$ cat src/rtl/core_ctrl.sv
// core_ctrl: sequences Q/K memory loads, K feed, gap, Q execute,
// output-FIFO accumulate and normalise/write-back for one attention run.
// The instruction word is registered; it reflects the state and counter of
// the previous cycle.
module core_ctrl #(
    parameter int ROWS = 8,
    parameter int GAP  = 8
) (
    input  logic        clk,
    input  logic        reset,
    input  logic        start,
    input  logic        in_valid,
    input  logic        ofifo_valid,
    output logic [19:0] inst,
    output logic        in_ready,
    output logic        busy,
    output logic        done
);

    typedef enum logic [2:0] {
        IDLE,
        QLOAD,
        KLOAD,
        KFEED,
        GAPW,
        QEXEC,
        ACC,
        NORM
    } state_t;

    localparam logic [3:0] ROW_LAST = 4'(ROWS - 1);
    localparam logic [3:0] GAP_LAST = 4'(GAP - 1);

    localparam int B_SFP_WR = 19;
    localparam int B_ACC    = 18;
    localparam int B_DIV    = 17;
    localparam int B_OFIFO  = 16;
    localparam int B_EXEC   = 7;
    localparam int B_LOAD   = 6;
    localparam int B_QRD    = 5;
    localparam int B_QWR    = 4;
    localparam int B_KRD    = 3;
    localparam int B_KWR    = 2;
    localparam int B_PWR    = 0;

    state_t      state_q, state_d;
    logic [3:0]  cnt_q, cnt_d;
    logic        last_q, last_d;   // ACC: all ROWS ofifo reads issued
    logic        pend_q, pend_d;   // ACC: an acc is owed for last cycle's read
    logic        fin_q, fin_d;     // NORM finished; delays done by one cycle
    logic [19:0] inst_q, inst_d;
    logic        in_ready_q, in_ready_d;
    logic        busy_q, busy_d;
    logic        done_q, done_d;

    // Next-state, counter and instruction decode from the current state.
    always_comb begin
        state_d = state_q;
        cnt_d   = cnt_q;
        last_d  = last_q;
        pend_d  = 1'b0;
        fin_d   = 1'b0;
        inst_d  = '0;
        unique case (state_q)
            IDLE: begin
                if (start) begin
                    state_d = QLOAD;
                    cnt_d   = '0;
                end
            end
            QLOAD: begin
                if (in_valid) begin
                    inst_d[B_QWR]  = 1'b1;
                    inst_d[15:12]  = cnt_q;
                    if (cnt_q == ROW_LAST) begin
                        state_d = KLOAD;
                        cnt_d   = '0;
                    end else begin
                        cnt_d = cnt_q + 4'd1;
                    end
                end
            end
            KLOAD: begin
                if (in_valid) begin
                    inst_d[B_KWR]  = 1'b1;
                    inst_d[15:12]  = cnt_q;
                    if (cnt_q == ROW_LAST) begin
                        state_d = KFEED;
                        cnt_d   = '0;
                    end else begin
                        cnt_d = cnt_q + 4'd1;
                    end
                end
            end
            KFEED: begin
                inst_d[B_KRD]  = 1'b1;
                inst_d[B_LOAD] = 1'b1;
                inst_d[15:12]  = cnt_q;
                if (cnt_q == ROW_LAST) begin
                    state_d = GAPW;
                    cnt_d   = '0;
                end else begin
                    cnt_d = cnt_q + 4'd1;
                end
            end
            GAPW: begin
                if (cnt_q == GAP_LAST) begin
                    state_d = QEXEC;
                    cnt_d   = '0;
                end else begin
                    cnt_d = cnt_q + 4'd1;
                end
            end
            QEXEC: begin
                inst_d[B_QRD]  = 1'b1;
                inst_d[B_EXEC] = 1'b1;
                inst_d[15:12]  = cnt_q;
                if (cnt_q == ROW_LAST) begin
                    state_d = ACC;
                    cnt_d   = '0;
                    last_d  = 1'b0;
                end else begin
                    cnt_d = cnt_q + 4'd1;
                end
            end
            ACC: begin
                inst_d[B_ACC] = pend_q;
                // cnt stops at ROWS-1 so ROWS=16 fits in 4 bits; last_q marks
                // that the final read has gone out.
                if (pend_q && last_q) begin
                    state_d = NORM;
                    cnt_d   = '0;
                    last_d  = 1'b0;
                end else if (ofifo_valid && !last_q) begin
                    inst_d[B_OFIFO] = 1'b1;
                    pend_d          = 1'b1;
                    if (cnt_q == ROW_LAST) begin
                        last_d = 1'b1;
                    end else begin
                        cnt_d = cnt_q + 4'd1;
                    end
                end
            end
            NORM: begin
                inst_d[B_DIV]    = 1'b1;
                inst_d[B_PWR]    = 1'b1;
                inst_d[B_SFP_WR] = 1'b1;
                inst_d[11:8]     = cnt_q;
                if (cnt_q == ROW_LAST) begin
                    state_d = IDLE;
                    cnt_d   = '0;
                    fin_d   = 1'b1;
                end else begin
                    cnt_d = cnt_q + 4'd1;
                end
            end
            default: begin
                state_d = IDLE;
                cnt_d   = '0;
            end
        endcase
        in_ready_d = (state_d == QLOAD) || (state_d == KLOAD);
        busy_d     = (state_d != IDLE);
        done_d     = fin_q;
    end

    // State, counter and registered outputs; async active-low clear.
    always_ff @(posedge clk or negedge reset) begin
        if (!reset) begin
            state_q    <= IDLE;
            cnt_q      <= '0;
            last_q     <= 1'b0;
            pend_q     <= 1'b0;
            fin_q      <= 1'b0;
            inst_q     <= '0;
            in_ready_q <= 1'b0;
            busy_q     <= 1'b0;
            done_q     <= 1'b0;
        end else begin
            state_q    <= state_d;
            cnt_q      <= cnt_d;
            last_q     <= last_d;
            pend_q     <= pend_d;
            fin_q      <= fin_d;
            inst_q     <= inst_d;
            in_ready_q <= in_ready_d;
            busy_q     <= busy_d;
            done_q     <= done_d;
        end
    end

    assign inst     = inst_q;
    assign in_ready = in_ready_q;
    assign busy     = busy_q;
    assign done     = done_q;

endmodule

$ cat config.mk
export PLATFORM = sky130hd
export DESIGN_NAME = core_ctrl
export DESIGN_NICKNAME = d
export VERILOG_FILES = /design/src/rtl/core_ctrl.sv
export SDC_FILE = /design/constraint.sdc
export NUM_CORES = 1
export LEC_CHECK = 0
export ABC_AREA = 1
export BUFFER_PORTS_ARGS = -buffer_cell sky130_fd_sc_hd__buf_2
export CORE_ASPECT_RATIO = 1.1
export CORE_MARGIN = 2
export CORE_UTILIZATION = 45
export DETAILED_ROUTE_END_ITERATION = 10
export HOLD_SLACK_MARGIN = 0.05
export PLACE_DENSITY_LB_ADDON = 0.05
export SETUP_SLACK_MARGIN = 0.15
export SYNTH_ARGS = -nofsm -noshare
export SYNTH_HDL_FRONTEND = slang
export SYNTH_SLANG_ARGS = --single-unit
$ cat constraint.sdc
create_clock -name clk -period 2.3 [get_ports clk]
set_input_delay 0.23 -clock clk [delete_from_list [all_inputs] [get_ports clk]]
set_output_delay 0.23 -clock clk [all_outputs]
set_load 0.01 [all_outputs]
# Yosys cells after proc, flatten, opt, wreduce, memory -nomap -nowiden
# Cells that the tools add are included.
# Widths: inputs -> output; s select.
classes:
  add_sub_neg: 1
  n_eq_ne: 16
  muxes: 38
  n_reduce_logical: 12
ops:
  columns: ["operator", "n"]
  rows:
  - ["$mux 4", 8]
  - ["$mux 3", 10]
  - ["$pmux 3 s8", 1]
  - ["$mux 1", 16]
  - ["$pmux 4 s4", 1]
  - ["$eq 3x3->1 const B", 4]
  - ["$eq 3x2->1 const B", 3]
  - ["$ne 3x3->1 const B", 3]
  - ["$pmux 4 s2", 1]
  - ["$reduce_and 4->1", 2]
  - ["$eq 3x1->1 const B", 2]
  - ["$add 4x1->4 const B", 1]
  - ["$eq 4x3->1 const B", 1]
  - ["$ne 2x2->1 const B", 2]
  - ["$reduce_or 2->1", 2]
  - ["$reduce_or 4->1", 1]
  - ["$logic_not 3->1", 1]
  - ["$reduce_bool 3->1", 1]
  - ["$logic_and 1x1->1", 2]
  - ["$ne 2x1->1 const B", 1]
  - ["$pmux 1 s2", 1]
  - ["$reduce_bool 2->1", 1]
  - ["$logic_not 1->1", 1]
  - ["$logic_or 1x1->1", 1]
totals:
  out_inout_bits: 23
  inputBits: 5
  regBits: 32

# Logic depth before layout (Yosys ltp)
logic_depth:
  depth_word: 6
  mapped_depth: 11
  mapped_depth_nobuf: 11

# Least setup slack after synthesis
# OpenSTA, ideal clock, no wires.
synth_timing:
  kind: "register to register"
  startpoint: "reg cnt_q[0]"
  endpoint: "reg cnt_q[3]"
  arrival_time_ns: 1.309
  setup_slack_ns: 0.864
  stages_incl_launch_ff: 8
  period_less_slack_ns: 1.436
  required_time_ns: 2.173
  path_buffers: 0
  cell_sequence: "dfrtp_1 ha_1 nand2_2 clkinv_2 nand2_4 nand3_2 a21oi_4 o21ai_0"
synth_between:
  elab_chain_len: 5
  elab_cells_between_ends: 10
synth_rtl:
  columns: ["element", "line_no", "source"]
  rows:
  - ["start: declaration", "47", "logic [3:0] cnt_q, cnt_d;"]
  - ["start signal: assignment", "181", "cnt_q <= cnt_d;"]
  - ["$add 4x1->4", null, null]
  - ["$mux 4", "137", "if (cnt_q == ROW_LAST) begin"]
  - ["$mux 4", "134", "end else if (ofifo_valid && !last_q) begin"]
  - ["$mux 4", "130", "if (pend_q && last_q) begin"]
  - ["$pmux 4 s4", "64", "unique case (state_q)"]
# Parallel ways exist; a longest one is shown, timed or not. The select of a mux whose other input is x is not followed.
# A chain may end at the register's enable or synchronous reset.

# Worst setup path after layout
layout_timing:
  startpoint: "reg state_q[0]"
  endpoint: "reg in_ready_q, in the netlist in_ready"
layout_between:
  elab_chain_len: 5
  elab_cells_between_ends: 22
layout_rtl:
  columns: ["element", "line_no", "source"]
  rows:
  - ["start: declaration", "46", "state_t state_q, state_d;"]
  - ["start signal: assignment", "180", "state_q <= state_d;"]
  - ["$mux 3 (on tied branches)", "87, 75", null]
  - ["$mux 3 (on tied branches)", "84, 72", null]
  - ["$pmux 3 s8 *", "64", null]
  - ["$eq 3x1->1 / $eq 3x2->1 (equally long branches)", "162", "in_ready_d = (state_d == QLOAD) || (state_d == KLOAD);"]
  - ["$logic_or 1x1->1 *", "162", null]
  - ["named net in_ready_d", "52", "logic in_ready_q, in_ready_d;"]
  - ["end signal: assignment", "186", "in_ready_q <= in_ready_d;"]
  - ["end: declaration", "52", null]
# Mark *: on every way through the listed nets, which the timed path passes. The rest lies on a longest branch.

==> flow_metrics.tcl <==
set metrics [dict create \
    cts_root_buf "clkbuf_4" \
    grt_setup_unrepaired "no" \
    synth_top_family_by_area "simple AND/OR/NAND/NOR gates" \
    ff_latch_area_um2 675.6 \
    final_layout_size_suffix_gt1_frac 0.2928 \
    cts_resized 0 \
    syn-num-nets 165 \
    period_needed_ps 1637 \
    synth_compound_area_frac 0.07831 \
    synth_xor_area_frac 0.006301 \
    utilization 0.5075 \
    design_area_um2 1520 \
    placementRows 21 \
    synth_cell_types 30 \
    slew_viol_final 0 \
    place.gp.congestion 0.9412 \
    syn_inst 159 \
    grt_pass1_vias 1031 \
    yosysWarnings 0 \
    drcViolationCount 0 \
    fillers 309 \
    end_kind "flop" \
    start_util 0.4641 \
    wl_per_cell_um 12.48 \
    drv_cap 0 \
    area_delta_synth_final_pct 9.361 \
    dieHeight_um 62.29 \
    grt_max_degree 28 \
    slowest_delay_ps 640 \
    critPathKind "flop to flop" \
    critPathSlowestCell "dfrtp_1" \
    placed_area_um2 1484 \
    overflow 0 \
    antenna_found_initial 0 \
    cts_hold_buf 1 \
    synthAdderAreaFrac 0.009001 \
    dp_hpwl_um 2038 \
    arrival_ps 1900 \
    fin_setup_tns_ps 0 \
    postRouteAntennaNets 0 \
    postSynthAreaPerCell_um2 8.743 \
    reg2reg_setup_slack_ps 660 \
    grt_pass1_wl_um 4602 \
    hold_violations 0 \
    slew_headroom 0.6072 \
    cp_data_required_time_ps 2570 \
    ys_seq_area_frac 0.4860 \
    crit_chain "nand2_2 > nor2_2 > inv_1 > o21ai_1 > nand2_1 > nor2_1" \
    core_um2 2995 \
    hold_class "input port to flop" \
    ys_seq_elements 27 \
    setup_viol 0 \
    diodes 0 \
    drt_iter0_markers 24 \
    vias 1073 \
    dieArea_um2 3550 \
    portBuffers 26 \
    fmax_mhz 611.0 \
    routed_wl_um 2683 \
    cts.sinks 27 \
    numCtsBuffers 3 \
    start_kind "flop" \
    peakVddDrop_mv 0.7689 \
    final.period_utilization 0.7116 \
    htreeDepth 1 \
    status "completed" \
    finClkSkew_ps 4.143 \
    avgViaCountPerCell 4.991 \
    place_inst 210 \
    worstReg2RegStart "state_q[0]" \
    postCtsSetupBuffers 0 \
    synth_area_um2 1390 \
    p_leak_nw 0.8518 \
    r2r_end "in_ready" \
    die_w_um 56.99 \
    boundaryPins 28 \
    critPathLaunch "state_q[0]" \
    clk_pin_slew_ps 140 \
    muxShareOfSynthArea 0 \
    yosys.area_share.simple 0.2934 \
    cts_buffer_depth 2 \
    multi_input_area_um2 541.8 \
    worst_pin_slew_ps 589.2 \
    nets 188 \
    path_max_fanout 10 \
    endpoint "in_ready" \
    worst_r2r_path_depth 6 \
    globalRouteTotalUtil 0.1647 \
    power.density_nw_per_um2 1099 \
    clock_latency_ps 320 \
    dr.pass1.iters 4 \
    cts_tree "built" \
    final_cells 215 \
]
## layout by cell type (no fill, tap or decap), types with 2 or more instances in the layout
cell      synthesis  final
nand2_2           3      3
nand3_1           9      9
buf_2             0     26
inv_1            16     16
clkbuf_4          0      3
nand4_1           3      3
nor2_2            6      6
nor3_1            2      2
a21oi_1           2      2
nor2_1           20     20
inv_2             3      3
o21ai_0           9      9
nand3_2           3      3
dfrtp_1          27     27
inv_6             2      2
nand2_1          31     31
## worst min path at each step
stage	slack [ps]	to	startpoint	depth (start not counted)
4_1_cts	140	inst[16]	ofifo_valid	3
6_report	150	inst[16]	ofifo_valid	3
5_1_grt	130	inst[16]	ofifo_valid	3
2_1_floorplan	-70	busy	reset	0
3_3_place_gp	260	done	reset	1
3_5_place_dp	270	done	reset	1
## synth_stat cells, drive strengths merged
| cell | number | share of area |
|---|---|---|
| ha | 1 | 0.0090 |
| nor2 | 27 | 0.095 |
| clkinv | 1 | 0.0036 |
| a21oi | 4 | 0.025 |
| nand4 | 3 | 0.014 |
| conb | 1 | 0.0027 |
| inv | 21 | 0.064 |
| o21ai | 11 | 0.042 |
| nand3 | 13 | 0.067 |
| nor3b | 1 | 0.0054 |
| a211oi | 1 | 0.0054 |
| nor3 | 2 | 0.0072 |
| xor2 | 1 | 0.0063 |
| o21a | 1 | 0.0054 |
| dfrtp | 27 | 0.49 |
| nand2 | 35 | 0.11 |
| buf | 9 | 0.057 |
## registers in the layout, indices dropped and copies added (netlist names)
register,cells
busy,1
cnt_q,4
done,1
done_d,1
in_ready,1
inst,15
last_q,1
state_q,3
## logic make-up after synthesis
family | after synthesis
other | 1
AND/OR/NAND/NOR | 81
XOR/XNOR | 1
adder cells (fa/ha/maj) | 1
buffers and inverters | 31
flip-flops | 27
AO/OA/AOI/OAI | 17
## power breakdown
part           switching [W]  internal (W)
clock               0.000135     0.0000679
combinational       0.000481      0.000271
sequential          0.000126      0.000589
## cell type report
class	count	share of cell area
flip-flops and latches	27	0.4444
repair buffers	27	0.09218
multi-input cells	101	0.3564
inverters	22	0.06173
well taps	34	0.02798
clock buffers	4	0.01728
## metal layers
metal / vias to the layer above / GRT usage / routed length [µm]
met5: - / 0 / 0
met4: 0 / 0.06977 / 51
met3: 6 / 0.02708 / 149
met2: 34 / 0.2759 / 1292
met1: 496 / 0.2075 / 1190
li1: 537 / - / -
## critical path: cells and delay by family, from the launching register on
family,cells,cell delay (ps)
buf+inv,1,150
flops,1,640
simple gates,4,510
compound gates,1,280
## through the flow
step	setup slack, ps	hold slack, ps	power (W)
after CTS	648.1	137.0	0.001687
final	663.3	153.3	0.001671
after detailed placement	682.9	273.0	0.001479
after global placement	685.5	260.5	0.001475
after floorplan	863.8	-65.59	0.001331
after global routing	501.2	130.8	0.001832
No activity file was read; power rests on OpenSTA's default activity.
